$ cat src/rtl/crc16_pkg.sv
// Shared constants and FSM state type for the CRC-16 (ISO 14443-A style) frame transmitter.
package crc16_pkg;

  localparam logic [15:0] CRC16_POLY_A = 16'h8408;
  localparam logic [15:0] CRC16_INIT_A = 16'h6363;

  typedef enum logic [1:0] {
    IDLE   = 2'd0,
    SHIFT  = 2'd1,
    CRC_LO = 2'd2,
    CRC_HI = 2'd3
  } crc16_state_t;

endpackage

$ cat src/rtl/crc16_bitser_core.sv
// Bit-serial reflected CRC-16 engine: load XORs a byte into crc[7:0], then 8 shift cycles.
module crc16_bitser_core #(
  parameter logic [15:0] POLY = 16'h8408,
  parameter logic [15:0] INIT = 16'h6363
) (
  input  logic        clk,
  input  logic        rst_n,
  input  logic        i_load,
  input  logic [7:0]  i_data,
  input  logic        i_init,
  output logic [15:0] o_crc,
  output logic        o_done
);

  logic [15:0] r_crc;
  logic [2:0]  r_cnt;
  logic        r_active;
  logic [15:0] w_shifted;

  assign w_shifted = (r_crc >> 1) ^ (r_crc[0] ? POLY : 16'h0000);

  // i_init wins over an in-flight shift so a frame can be dropped on its done cycle.
  always_ff @(posedge clk or negedge rst_n) begin
    if (!rst_n) begin
      r_crc    <= INIT;
      r_cnt    <= 3'd0;
      r_active <= 1'b0;
    end else if (i_init) begin
      r_crc    <= INIT;
      r_cnt    <= 3'd0;
      r_active <= 1'b0;
    end else if (i_load) begin
      r_crc    <= {r_crc[15:8], r_crc[7:0] ^ i_data};
      r_cnt    <= 3'd0;
      r_active <= 1'b1;
    end else if (r_active) begin
      r_crc <= w_shifted;
      r_cnt <= r_cnt + 3'd1;
      if (r_cnt == 3'd7) r_active <= 1'b0;
    end
  end

  assign o_crc  = r_crc;
  assign o_done = r_active && (r_cnt == 3'd7);

endmodule

$ cat src/rtl/crc16_frame_tx.sv
// Frame transmitter: forwards payload bytes and appends CRC lo/hi bytes.
// Optional build macro CRC16_TX_SKIP_EN adds crc_skip (per-frame CRC suppression).
module crc16_frame_tx
  import crc16_pkg::*;
#(
  parameter logic [15:0] POLY = CRC16_POLY_A,
  parameter logic [15:0] INIT = CRC16_INIT_A
) (
  input  logic       clk,
  input  logic       rst_n,
  input  logic [7:0] in_data,
  input  logic       in_valid,
  input  logic       in_last,
  output logic       in_ready,
  output logic [7:0] out_data,
  output logic       out_valid,
  output logic       out_last,
  input  logic       out_ready,
  output logic       busy,
  output logic [1:0] o_dbg_state
`ifdef CRC16_TX_SKIP_EN
  ,
  input  logic       crc_skip
`endif
);

  // Handshake: a byte moves on in_valid&in_ready, out_* moves on out_valid&out_ready;
  // out_* stay stable while out_valid=1 and out_ready=0.

  crc16_state_t r_state, w_next;
  logic [7:0]   r_out_data;
  logic         r_out_valid;
  logic         r_out_last;
  logic         r_last;
  logic         r_busy;
  logic [15:0]  w_crc;
  logic         w_done;
  logic         w_load;
  logic         w_init;
  logic         w_accept;
  logic         w_crc_phase;
  logic         w_crc_xfer;
  logic         w_skip_sel;
  logic         w_skip_frame;
  logic         w_frame_end;

`ifdef CRC16_TX_SKIP_EN
  logic r_skip;
  // Skip is captured with the first byte; later bytes of the frame reuse it.
  assign w_skip_sel   = r_busy ? r_skip : crc_skip;
  assign w_skip_frame = r_skip;
  always_ff @(posedge clk or negedge rst_n) begin
    if (!rst_n)                 r_skip <= 1'b0;
    else if (w_accept && !r_busy) r_skip <= crc_skip;
  end
`else
  assign w_skip_sel   = 1'b0;
  assign w_skip_frame = 1'b0;
`endif

  crc16_bitser_core #(.POLY(POLY), .INIT(INIT)) u_core (
    .clk    (clk),
    .rst_n  (rst_n),
    .i_load (w_load),
    .i_data (in_data),
    .i_init (w_init),
    .o_crc  (w_crc),
    .o_done (w_done)
  );

  assign in_ready    = rst_n && (r_state == IDLE) && !r_out_valid;
  assign w_accept    = in_valid && in_ready;
  // CRC bytes only appear once the last payload byte has left the output register.
  assign w_crc_phase = ((r_state == CRC_LO) || (r_state == CRC_HI)) && !r_out_valid;
  assign w_crc_xfer  = w_crc_phase && out_ready;
  assign w_frame_end = ((r_state == CRC_HI) && w_crc_xfer) ||
                       ((r_state == SHIFT) && w_done && r_last && w_skip_frame);

  always_comb begin
    w_next = r_state;
    w_load = 1'b0;
    w_init = 1'b0;
    case (r_state)
      IDLE: begin
        if (w_accept) begin
          w_next = SHIFT;
          w_load = 1'b1;
        end
      end
      SHIFT: begin
        if (w_done) begin
          if (!r_last) begin
            w_next = IDLE;
          end else if (w_skip_frame) begin
            w_next = IDLE;
            w_init = 1'b1;
          end else begin
            w_next = CRC_LO;
          end
        end
      end
      CRC_LO: begin
        if (w_crc_xfer) w_next = CRC_HI;
      end
      CRC_HI: begin
        if (w_crc_xfer) begin
          w_next = IDLE;
          w_init = 1'b1;
        end
      end
      default: w_next = IDLE;
    endcase
  end

  always_ff @(posedge clk or negedge rst_n) begin
    if (!rst_n) r_state <= IDLE;
    else        r_state <= w_next;
  end

  always_ff @(posedge clk or negedge rst_n) begin
    if (!rst_n) begin
      r_out_data  <= 8'h00;
      r_out_valid <= 1'b0;
      r_out_last  <= 1'b0;
      r_last      <= 1'b0;
      r_busy      <= 1'b0;
    end else begin
      if (w_accept) begin
        r_out_data  <= in_data;
        r_out_valid <= 1'b1;
        r_out_last  <= in_last && w_skip_sel;
        r_last      <= in_last;
        r_busy      <= 1'b1;
      end else begin
        if (r_out_valid && out_ready) begin
          r_out_valid <= 1'b0;
          r_out_last  <= 1'b0;
        end
        if (w_frame_end) begin
          r_busy <= 1'b0;
          r_last <= 1'b0;
        end
      end
    end
  end

  assign out_valid   = r_out_valid || w_crc_phase;
  assign out_data    = !w_crc_phase ? r_out_data :
                       (r_state == CRC_LO) ? w_crc[7:0] : w_crc[15:8];
  assign out_last    = w_crc_phase ? (r_state == CRC_HI) : r_out_last;
  assign busy        = r_busy;
  assign o_dbg_state = r_state;

endmodule
$ cat config.mk
export PLATFORM = sky130hd
export DESIGN_NAME = crc16_frame_tx
export DESIGN_NICKNAME = d
export VERILOG_FILES = /design/src/rtl/crc16_pkg.sv /design/src/rtl/crc16_bitser_core.sv /design/src/rtl/crc16_frame_tx.sv
export SDC_FILE = /design/constraint.sdc
export NUM_CORES = 1
export LEC_CHECK = 0
export ABC_AREA = 0
export BUFFER_PORTS_ARGS = -buffer_cell sky130_fd_sc_hd__buf_4
export CAP_MARGIN = 20
export CORE_MARGIN = 5
export CORE_UTILIZATION = 50
export CTS_CLUSTER_DIAMETER = 40
export DETAILED_ROUTE_END_ITERATION = 6
export HOLD_SLACK_MARGIN = 0.06
export PLACE_DENSITY_LB_ADDON = 0.15
export SYNTH_ARGS = -nofsm -noshare
export SYNTH_HDL_FRONTEND = slang
export SYNTH_HIERARCHICAL = 1
export SYNTH_SLANG_ARGS = --single-unit
$ cat constraint.sdc
create_clock -name clk -period 1.9 [get_ports clk]
set_input_delay 0.38 -clock clk [delete_from_list [all_inputs] [get_ports clk]]
set_output_delay 0.38 -clock clk [all_outputs]
set_load 0.02 [all_outputs]
==> out/qor.yml, run 1 <==
final_layout:
  syn2layout_area_growth_pct: 16.3
  post_route_cells_drive_above_1_share: 0.353
  final_cells: 236
  final_net_count: 204
  antenna-diode-count: 0
place:
  post-dp-hpwl_um: 2540
  dp_worst_setup_slack_ns: 0.138
  gpl.final_weighted_congestion: 0.762
  dp_cells: 228
  placement.io_buffers: 26
synth:
  yosys.cell_count.top_type: "dfrtp_1"
  synth-seq-cells: 33
  postSynth.topFlopCell: "dfrtp_1"
  synth.top_cell.area_share: 0.345
  muxShareOfSynthArea: 0.182
  avgSynthCellArea_um2: 11.2
  synth.cells.most_frequent: "25 x dfrtp_1, 22 x mux2i_1, 12 x nand2_1"
  synth_area_leader_cell: "dfrtp_1"
  count_of_distinct_cell_types_in_the_synthesized_netlist: 35
  yosysSeqAreaShare: 0.461
  synth_fp_nets: 177
  syn-instance-count: 162
  synth.top_cells.by_area: "dfrtp_1 35%, mux2i_1 12%, dfstp_2 12%"
  netlist_area_um2: 1810
  synthArstFlopShare: 1.00
  synth_compound_gate_area_share: 0.0911
  fraction_of_the_mapped_netlist_area_in_adder_cells: 0.0138
  yosysWarningCount: 6
  synthXorXnorAreaFrac: 0.0531
  basic_gate_share_of_the_synthesized_area_counting_and_or_nand_and_nor_cells: 0.141
  combinational_family_with_the_most_area_after_synthesis: "multiplexers"
  synth_enable_flop_cells: 0
drt:
  route.detailed.drc: 0
  wl_um: 3630
  route.antenna.remaining_nets: 0
  avgViaCountPerCell: 5.31
  via_count: 1253
  detail_route.wl_per_cell_um: 15.4
  detail_route.iter0.violations: 55
  first_pass_iters: 4
clock_tree:
  hold_buf_count_cts: 0
  tritoncts_num_sinks: 33
  tritoncts_clock_tree: "done"
  max-clock-path-buffers: 2
  htreeDepth: 2
  clk_latency_ns: 0.33
  clk_pin_slew_ns: 0.10
  number_of_buffers_inserted_by_post_cts_setup_repair: 0
  cts-buffers-inserted: 5
  ctsRootBufferMaster: "clkbuf_4"
power_and_ir_drop:
  vdd_ir_drop_max_uv: 921
  p_per_area_nw_per_um2: 1920
  share_of_power_burned_in_combinational_logic: 0.529
  p_sw_mw: 1.62
  internal_power_mw: 2.43
  swShare: 0.400
  power_mw: 4.05
  sequentialPowerShare: 0.371
  static-leakage-power_nw: 1.02
  clock_share_of_power: 0.100
timing:
  finalHoldViolations: 0
  pnr_worst_setup_slack_ns: 0.0667
  slew_headroom: 0.718
  fmax_mhz: 545
  grt_setup_unrepaired: "false"
  finClkSkew_ns: 0.00939
  finalWorstPathRequiredPeriod_ns: 1.83
  tightestPinTransition_ns: 0.423
  setup_violation_total_in_the_final_timing_report: 0
  max_slew_vio_count: 0
  finalCritPeriodShare: 0.965
floorplan:
  die_width_um: 70.2
  effective_utilization_at_floorplan: 0.531
  die_height_um: 70.2
  die_area_um2: 4930
  placement_rows: 21
  core-area_um2: 3420
  top_level_ports: 27
grt:
  number_of_antenna_violations_at_the_first_check_in_global_routing: 0
  pin_count_of_the_biggest_net_entering_global_routing: 34
  grt_first_pass_wirelength_um: 6240
  gr-usage-all-layers: 0.159
  grt.overflow.total: 0
  grt_pass1_vias: 1290
run:
  maxCapViolations: 0
outcome:
  status: "finished clean"
worst_setup_path:
  cp.required_ns: 1.52
  critPathMaxFanout: 16
  startpoint_type: "register"
  worst_path_dominant_cell_family: "flip-flops"
  critical-path-slowest-cell: "dfrtp_1"
  timing_worst_setup_path_type: "reg2out"
  cp.buffers_inverters: 1
  worstPathArrival_ns: 1.45
  crit_path_cell_trace: "nand2b_4 > o21ai_1 > buf_4"
  critPathMaxStageDelay_ns: 0.46
  worstSetupEndpointType: "primary output"
hold_path:
  hold_path.class: "in2async"
## worst paths after layout
kind | start | end | slack, ns | cells past startpoint
max reg2reg | register | u_core/o_crc[5] | 0.25 | 6
min reg2reg | busy | busy | 0.50 | 2
min | rst_n | busy | 0.08 | 2
min in group clk | out_ready | r_out_valid | 0.25 | 2
max | r_out_valid | out_data[2] | 0.07 | 3
max in group asynchronous | rst_n | u_core/o_crc[14] | 1.48 | 2
## layout by cell type, fill, tap and decap left out, drive strengths merged, types with 2 or more instances in the layout
cell type / instances
nand2: 13
mux2i: 22
mux2: 8
dfstp: 8
nor3: 3
buf: 32
or2: 5
nor2: 7
nand2b: 2
dfrtp: 25
clkbuf: 8
inv: 5
o21ai: 9
xnor2: 10
ha: 2
a211o: 5
a21oi: 2
nor2b: 7
a211oi: 7
## sequential cells by signal, summed over array words and instances (netlist names), named ones only
register / count
u_core/r_cnt: 3
o_dbg_state: 1
r_out_data: 8
busy: 1
r_last: 1
u_core/o_crc: 16
r_out_valid: 1
u_core/r_active: 1
## metrics by stage
step / setup TNS [ns] / hold WS, ns / utilization / instance area [µm²]
2_1_floorplan: -0.463 / 0.0844 / - / 1820
3_3_place_gp: 0 / 0.442 / 0.597 / 2040
3_5_place_dp: 0 / 0.449 / 0.597 / 2040
4_1_cts: 0 / 0.0781 / 0.616 / 2100
5_1_grt: 0 / 0.0976 / 0.617 / 2110
6_report: 0 / 0.0781 / 0.617 / 2110
## power by group through the flow
stage / clock, mW / sequential, mW / combinational, mW
finish: 0.406 / 1.51 / 2.14
floorplan: 0 / 1.40 / 1.66
detailed placement: 0 / 1.51 / 2.13
global route: 0.454 / 1.56 / 2.36
global placement: 0 / 1.48 / 2.08
CTS: 0.426 / 1.50 / 2.16
## area by class of cell
cell class / instances / area, µm²
fill: 310 / 1310
clock buffer: 8 / 58.8
timing repair buffer: 32 / 256
sequential: 33 / 838
multi-input combinational: 112 / 878
tap: 46 / 57.6
inverter: 5 / 18.8
## routing by layer
metal  routed length [µm]  global-route usage  up-vias  part of all wire
met5                    0                   0        -                 0
met4                   34              0.0447        0            0.0094
met3                  202              0.0545        4             0.056
met2                 1660               0.251       29              0.46
met1                 1730               0.207      609              0.48
li1                     -                   -      611                 -
## logic make-up (layout without fill, tap and decap cells)
kind of cell / Yosys count / after routing
adder cells (fa/ha/maj): 2 / 2
multiplexers: 30 / 30
AO/OA/AOI/OAI: 25 / 25
AND/OR/NAND/NOR: 44 / 44
buffers and inverters: 17 / 45
XOR/XNOR: 11 / 11
flip-flops: 33 / 33
## timing repair
item                       4_1_cts  5_1_grt
cloned                           0        0
setup endpoints to repair        8        8
gates resized for setup          4        3
(Power assumes the default switching activity.)
==> inputs of run 2 (changes only) <==
--- a/config.mk
+++ b/config.mk
@@ -9,7 +9,7 @@
 export BUFFER_PORTS_ARGS = -buffer_cell sky130_fd_sc_hd__buf_4
 export CAP_MARGIN = 20
 export CORE_MARGIN = 5
-export CORE_UTILIZATION = 50
+export CORE_UTILIZATION = 24
 export CTS_CLUSTER_DIAMETER = 40
 export DETAILED_ROUTE_END_ITERATION = 6
 export HOLD_SLACK_MARGIN = 0.06
==> out/qor.yml, run 2 (synthesis results as in run 1) <==
outcome:
  status: "finished clean"
place:
  place_area_um2: 2110  # +3.4%
  post-dp-hpwl_um: 3110  # +23%
  dp_worst_setup_slack_ns: 0.126  # -0.0127 ns
  gpl.final_weighted_congestion: 0.738  # -3.2%
  dp_cells: 283  # +24%
  placement.io_buffers: 26  # unchanged
timing:
  finalCritPeriodShare: 0.933  # -0.0321
  tightestPinTransition_ns: 0.442  # +0.0185 ns
  finalHoldViolations: 0  # unchanged
  finalWorstPathRequiredPeriod_ns: 1.77  # -0.0609 ns
  slew_headroom: 0.705  # -0.0123
  setup_total_negative_slack_ns: 0  # unchanged
  fmax_mhz: 564  # +3.4%
  grt_setup_unrepaired: "false"
  finClkSkew_ns: 0.00414  # -0.00524 ns
  pnr_worst_setup_slack_ns: 0.128  # +0.0609 ns
  finalHoldWorstSlack_ns: 0.172  # +0.0936 ns
  setup_violation_total_in_the_final_timing_report: 0  # unchanged
  max_slew_vio_count: 0  # unchanged
final_layout:
  mostFrequentLayoutCells: "33 x buf_4, 23 x dfrtp_1, 22 x mux2i_1"
  largest_register_ff_count: 16  # unchanged
  final_common_cell: "buf_4"
  nFillCells: 793  # +160%
  final_core_util: 0.303  # -0.314
  syn2layout_area_growth_pct: 21.8
  ff_latch_area_um2: 838  # unchanged
  final_cells: 291  # +23%
  final_net_count: 206  # +0.98%
  final_cell_area_um2: 2210  # +4.7%
  post_route_cells_drive_above_1_share: 0.359  # +0.00674
  antenna-diode-count: 0  # unchanged
  multiInputGateArea_um2: 878  # unchanged
drt:
  route.detailed.drc: 0  # unchanged
  avgViaCountPerCell: 4.30  # -19%
  wl_um: 4230  # +16%
  first_pass_iters: 4  # unchanged
  detail_route.iter0.violations: 74  # +35%
  route.antenna.remaining_nets: 0  # unchanged
  detail_route.wl_per_cell_um: 14.5  # -5.5%
  via_count: 1252  # -0.080%
run:
  maxCapViolations: 0  # unchanged
clock_tree:
  htreeDepth: 2  # unchanged
  hold_buf_count_cts: 0  # unchanged
  max-clock-path-buffers: 2  # unchanged
  ctsRootBufferMaster: "clkbuf_8"
  cts-buffers-inserted: 5  # unchanged
  tritoncts_num_sinks: 33  # unchanged
  tritoncts_clock_tree: "done"
  number_of_buffers_inserted_by_post_cts_setup_repair: 0  # unchanged
  clk_latency_ns: 0.28  # -0.05 ns
  clk_pin_slew_ns: 0.07  # -0.03 ns
power_and_ir_drop:
  power_mw: 4.22  # +4.1%
  p_per_area_nw_per_um2: 1910  # -0.60%
  p_sw_mw: 1.67  # +2.6%
  share_of_power_burned_in_combinational_logic: 0.517  # -0.012
  clock_share_of_power: 0.129  # +0.029
  sequentialPowerShare: 0.354  # -0.017
  swShare: 0.395  # -0.00583
  static-leakage-power_nw: 1.04  # +2.0%
  internal_power_mw: 2.56  # +5.1%
  vdd_ir_drop_max_uv: 353  # -62%
worst_setup_path:
  critPathMaxFanout: 14  # -2
  critical-path-slowest-cell: "dfrtp_2"
  worstPathArrival_ns: 1.39  # -0.06 ns
  critPathMaxStageDelay_ns: 0.43  # -0.03 ns
  timing_worst_setup_path_type: "reg2out"
  crit_path_cell_trace: "buf_6 > mux2i_1 > o21ai_0 > buf_4"
  setup_slack_reg_to_reg_ns: 0.21  # -0.04 ns
  worstSetupEndpointType: "primary output"
  cp.required_ns: 1.52  # about the same
  startpoint_type: "register"
floorplan:
  placement_rows: 31  # +48%
  top_level_ports: 27  # unchanged
  die_width_um: 96.9  # +38%
  effective_utilization_at_floorplan: 0.249  # -0.282
  die_area_um2: 9390  # +91%
  die_height_um: 96.9  # +38%
  core-area_um2: 7290  # +110%
grt:
  grt.overflow.total: 0  # unchanged
  grt_pass1_vias: 1408  # +9.1%
  pin_count_of_the_biggest_net_entering_global_routing: 34  # unchanged
  grt_first_pass_wirelength_um: 7220  # +16%
  gr-usage-all-layers: 0.0976  # -0.0613
  number_of_antenna_violations_at_the_first_check_in_global_routing: 0  # unchanged
hold_path:
  hold_path.class: "in2async"
-- run 2: cell types whose count changed in the layout (fill, tap and decap cells not counted) --
cell and change:
buf_12 -1, buf_4 +3, clkbuf_4 -5, clkbuf_8 +5
o21ai_0 +2, o21ai_1 -2
-- run 2: repair_timing --
action	in CTS	in global routing
pin swaps	0	0
resized for setup	3	2
setup endpoints to repair	8	3
-- run 2: worst max-delay path, delay by kind of cell, from the launching register on --
family	cells	cell delay [ns]
buf+inv	2	0.35
mux	1	0.13
compound gates	1	0.20
flops	1	0.43
-- run 2: power by group through the flow --
stage	combinational, mW	clock [mW]	sequential, mW
6_report	2.18	0.545	1.49
5_1_grt	2.40	0.621	1.55
4_1_cts	2.21	0.575	1.50
3_5_place_dp	2.19	0	1.51
3_3_place_gp	2.15	0	1.50
2_1_floorplan	1.66	0	1.40
-- run 2: layer usage --
| layer | part of all wire | routed length (µm) | track usage |
|---|---|---|---|
| met1 | 0.46 | 1940 | 0.114 |
| met2 | 0.49 | 2070 | 0.165 |
| met3 | 0.034 | 145 | 0.0317 |
| met4 | 0.017 | 70 | 0.0389 |
| met5 | 0 | 0 | 0 |
-- run 2: worst paths after layout --
| kind | from | endpoint | cells after the start |
|---|---|---|---|
| max in group asynchronous | rst_n | u_core/o_crc[6] | 2 |
| worst min-delay path | rst_n | r_out_data[3] | 2 |
| worst min register to register | busy | busy | 2 |
| min in group clk | out_ready | r_out_valid | 2 |
| worst max register to register | register | u_core/o_crc[1] | 6 |
| worst max-delay path | o_dbg_state[0] | out_data[1] | 4 |
-- run 2: layout make-up --
class / instances / share of cell area
sequential: 33 / 0.380
clock buffer: 8 / 0.0408
timing repair buffer: 34 / 0.117
inverter: 5 / 0.00850
multi-input combinational: 112 / 0.398
tap: 99 / 0.0561
==> inputs of run 3 (changes only) <==
--- a/config.mk
+++ b/config.mk
@@ -5,7 +5,7 @@
 export SDC_FILE = /design/constraint.sdc
 export NUM_CORES = 1
 export LEC_CHECK = 0
-export ABC_AREA = 0
+export ABC_AREA = 1
 export BUFFER_PORTS_ARGS = -buffer_cell sky130_fd_sc_hd__buf_4
 export CAP_MARGIN = 20
 export CORE_MARGIN = 5
==> out/qor.yml, run 3 <==
drt:
  route.detailed.drc: 0  # unchanged
  detail_route.iter0.violations: 119  # +61%
  route.antenna.remaining_nets: 0  # unchanged
  via_count: 1640  # +31%
  detail_route.wl_per_cell_um: 13.1  # -9.6%
  avgViaCountPerCell: 4.27  # -0.73%
  first_pass_iters: 4  # unchanged
  wl_um: 5040  # +19%
worst_setup_path:
  startpoint_type: "register"
  setup_slack_reg_to_reg_ns: 0.16  # -0.05 ns
  cp.buffers_inverters: 2  # unchanged
  r2r-end: "u_core/o_crc[5]"
  crit_path_cell_trace: "buf_4 > a21oi_1 > o21ai_1 > buf_4"
  cp.required_ns: 1.52  # about the same
  critPathMaxStageDelay_ns: 0.44  # about the same
  timing_worst_setup_path_type: "reg2out"
  path_common_cell: "buf_4"
  worst-r2r-cell-count: 7  # +1
  critical-path-slowest-cell: "dfrtp_2"
  worstSetupEndpointType: "primary output"
  worst_path_dominant_cell_family: "flip-flops"
  critPathMaxFanout: 8  # -6
  worstPathArrival_ns: 1.44  # +0.05 ns
synth:
  synth-seq-cells: 33  # unchanged
  netlist_area_um2: 1820  # +0.21%
  yosys.cell_count.top_type: "nand2_1"
  synth_fp_nets: 264  # +49%
  synth_enable_flop_cells: 0  # unchanged
  synth_area_leader_cell: "dfrtp_1"
  postSynth.topFlopCell: "dfrtp_1"
  count_of_distinct_cell_types_in_the_synthesized_netlist: 21  # -40%
  synth.top_cells.by_area: "dfrtp_1 34%, nand2_1 17%, dfstp_2 12%"
  yosysSeqAreaShare: 0.460  # -0.000952
  avgSynthCellArea_um2: 7.30  # -35%
  syn-instance-count: 249  # +54%
  synth.top_cell.area_share: 0.344  # -0.000713
  synthArstFlopShare: 1.00  # unchanged
  yosysWarningCount: 6  # unchanged
  synth.cells.most_frequent: "80 x nand2_1, 32 x nor2_1, 25 x dfrtp_1"
floorplan:
  die_width_um: 97.0  # about the same
  die_area_um2: 9410  # +0.19%
  core-area_um2: 7330  # +0.53%
  die_height_um: 97.0  # about the same
  top_level_ports: 27  # unchanged
  effective_utilization_at_floorplan: 0.248  # -0.000804
  placement_rows: 31  # unchanged
run:
  maxCapViolations: 0  # unchanged
final_layout:
  final_cell_area_um2: 2260  # +2.4%
  largest_register_ff_count: 16  # unchanged
  post_route_cells_drive_above_1_share: 0.246  # -0.114
  syn2layout_area_growth_pct: 24.5
  mostFrequentLayoutCells: "80 x nand2_1, 32 x nor2_1, 32 x buf_4"
  antenna-diode-count: 0  # unchanged
  final_common_cell: "nand2_1"
  final_net_count: 299  # +45%
power_and_ir_drop:
  vdd_ir_drop_max_uv: 407  # +15%
  power_mw: 4.13  # -2.1%
  p_per_area_nw_per_um2: 1830  # -4.4%
  static-leakage-power_nw: 1.16  # +11%
outcome:
  status: "finished clean"
place:
  dp_worst_setup_slack_ns: 0.122  # -0.00422 ns
  place_area_um2: 2140  # +1.4%
  placement.io_buffers: 26  # unchanged
  gpl.final_weighted_congestion: 0.761  # +3.1%
  post-dp-hpwl_um: 3710  # +19%
clock_tree:
  clk_pin_slew_ns: 0.07  # about the same
  tritoncts_num_sinks: 33  # unchanged
  tritoncts_clock_tree: "done"
  hold_buf_count_cts: 0  # unchanged
  clk_latency_ns: 0.28  # about the same
  htreeDepth: 2  # unchanged
  max-clock-path-buffers: 2  # unchanged
  cts-buffers-inserted: 5  # unchanged
  ctsRootBufferMaster: "clkbuf_8"
hold_path:
  hold_path.class: "in2async"
timing:
  tightestPinTransition_ns: 0.443  # +0.00145 ns
  max_slew_vio_count: 0  # unchanged
  grt_setup_unrepaired: "true"
  pnr_worst_setup_slack_ns: 0.0812  # -0.0465 ns
  finalHoldViolations: 0  # unchanged
  finClkSkew_ns: 0.00857  # +0.00442 ns
  setup_violation_total_in_the_final_timing_report: 0  # unchanged
  setup_total_negative_slack_ns: 0  # unchanged
  finalWorstPathRequiredPeriod_ns: 1.82  # +0.0465 ns
  finalCritPeriodShare: 0.957  # +0.0245
  slew_headroom: 0.704  # -0.000968
  fmax_mhz: 550  # -2.6%
grt:
  number_of_antenna_violations_at_the_first_check_in_global_routing: 0  # unchanged
  gr-usage-all-layers: 0.109  # +0.0114
  grt.overflow.total: 0  # unchanged
  grt_pass1_vias: 1542  # +9.5%
  grt_first_pass_wirelength_um: 8100  # +12%
  pin_count_of_the_biggest_net_entering_global_routing: 34  # unchanged
-- run 3: cell families after synthesis --
group / Yosys count / synth area share
and+or+nand+nor: 135 / 0.309
buffers and inverters: 38 / 0.0882
AOI/OAI and AO/OA: 37 / 0.110
DFF: 33 / 0.460
xor gates and xnor gates: 4 / 0.0193
adders and majority gates: 2 / 0.0138
-- run 3: how the worst max path moves through the flow --
stage,cells past startpoint,startpoint,endpoint,slack [ns]
6_report,4,register,out_data[6],0.08
3_3_place_gp,11,register,u_core/r_cnt[0],0.14
3_5_place_dp,11,register,u_core/r_cnt[0],0.12
5_1_grt,6,register,out_data[3],-0.02
4_1_cts,5,register,out_data[4],0.01
2_1_floorplan,3,o_dbg_state[0],out_data[1],0.19
-- run 3: layer usage --
metal | vias to the layer above | routed length (µm) | global-route usage
li1 | 846 | - | -
met5 | - | 0 | 0
met3 | 4 | 266 | 0.0309
met2 | 43 | 2250 | 0.160
met4 | 0 | 39 | 0.0324
met1 | 747 | 2490 | 0.154
-- run 3: where the power goes --
part,switching [mW],leakage [nW],total (mW),internal [mW]
Combinational,1.28,0.717,2.07,0.796
Sequential,0.350,0.388,1.47,1.12
Clock,0.262,0.0542,0.589,0.328
-- run 3: worst reg2reg max path: cells and delay by family, from the launching register on --
kind,cells,cell delay (ns)
buffers and inverters,3,0.71
AND/OR/NAND/NOR,3,0.36
flip-flops,1,0.44
AO/OA/AOI/OAI,1,0.17
-- run 3: timing repair --
action	in CTS	in global routing
buffers inserted	0	1
cloned	0	1
gates resized for setup	1	7
endpoints found under the setup margin	4	8
pin swaps	0	1
-- run 3: cell type report --
cell class              instances  area [µm²]
clock buffers                   7        96.3
clock inverters                 1        5.00
fillers                       780        5070
inverters                      33         126
multi-input cells             179         832
flip-flops and latches         33         838
well taps                      99         124
repair buffers                 32         240
-- run 3: metrics by stage --
stage / util / hold WS, ns / cells
after floorplan: - / 0.0844 / 249
after global placement: 0.292 / 0.461 / 374
after detailed placement: 0.292 / 0.458 / 374
after CTS: 0.306 / 0.147 / 382
after global routing: 0.309 / 0.171 / 384
final: 0.309 / 0.132 / 384
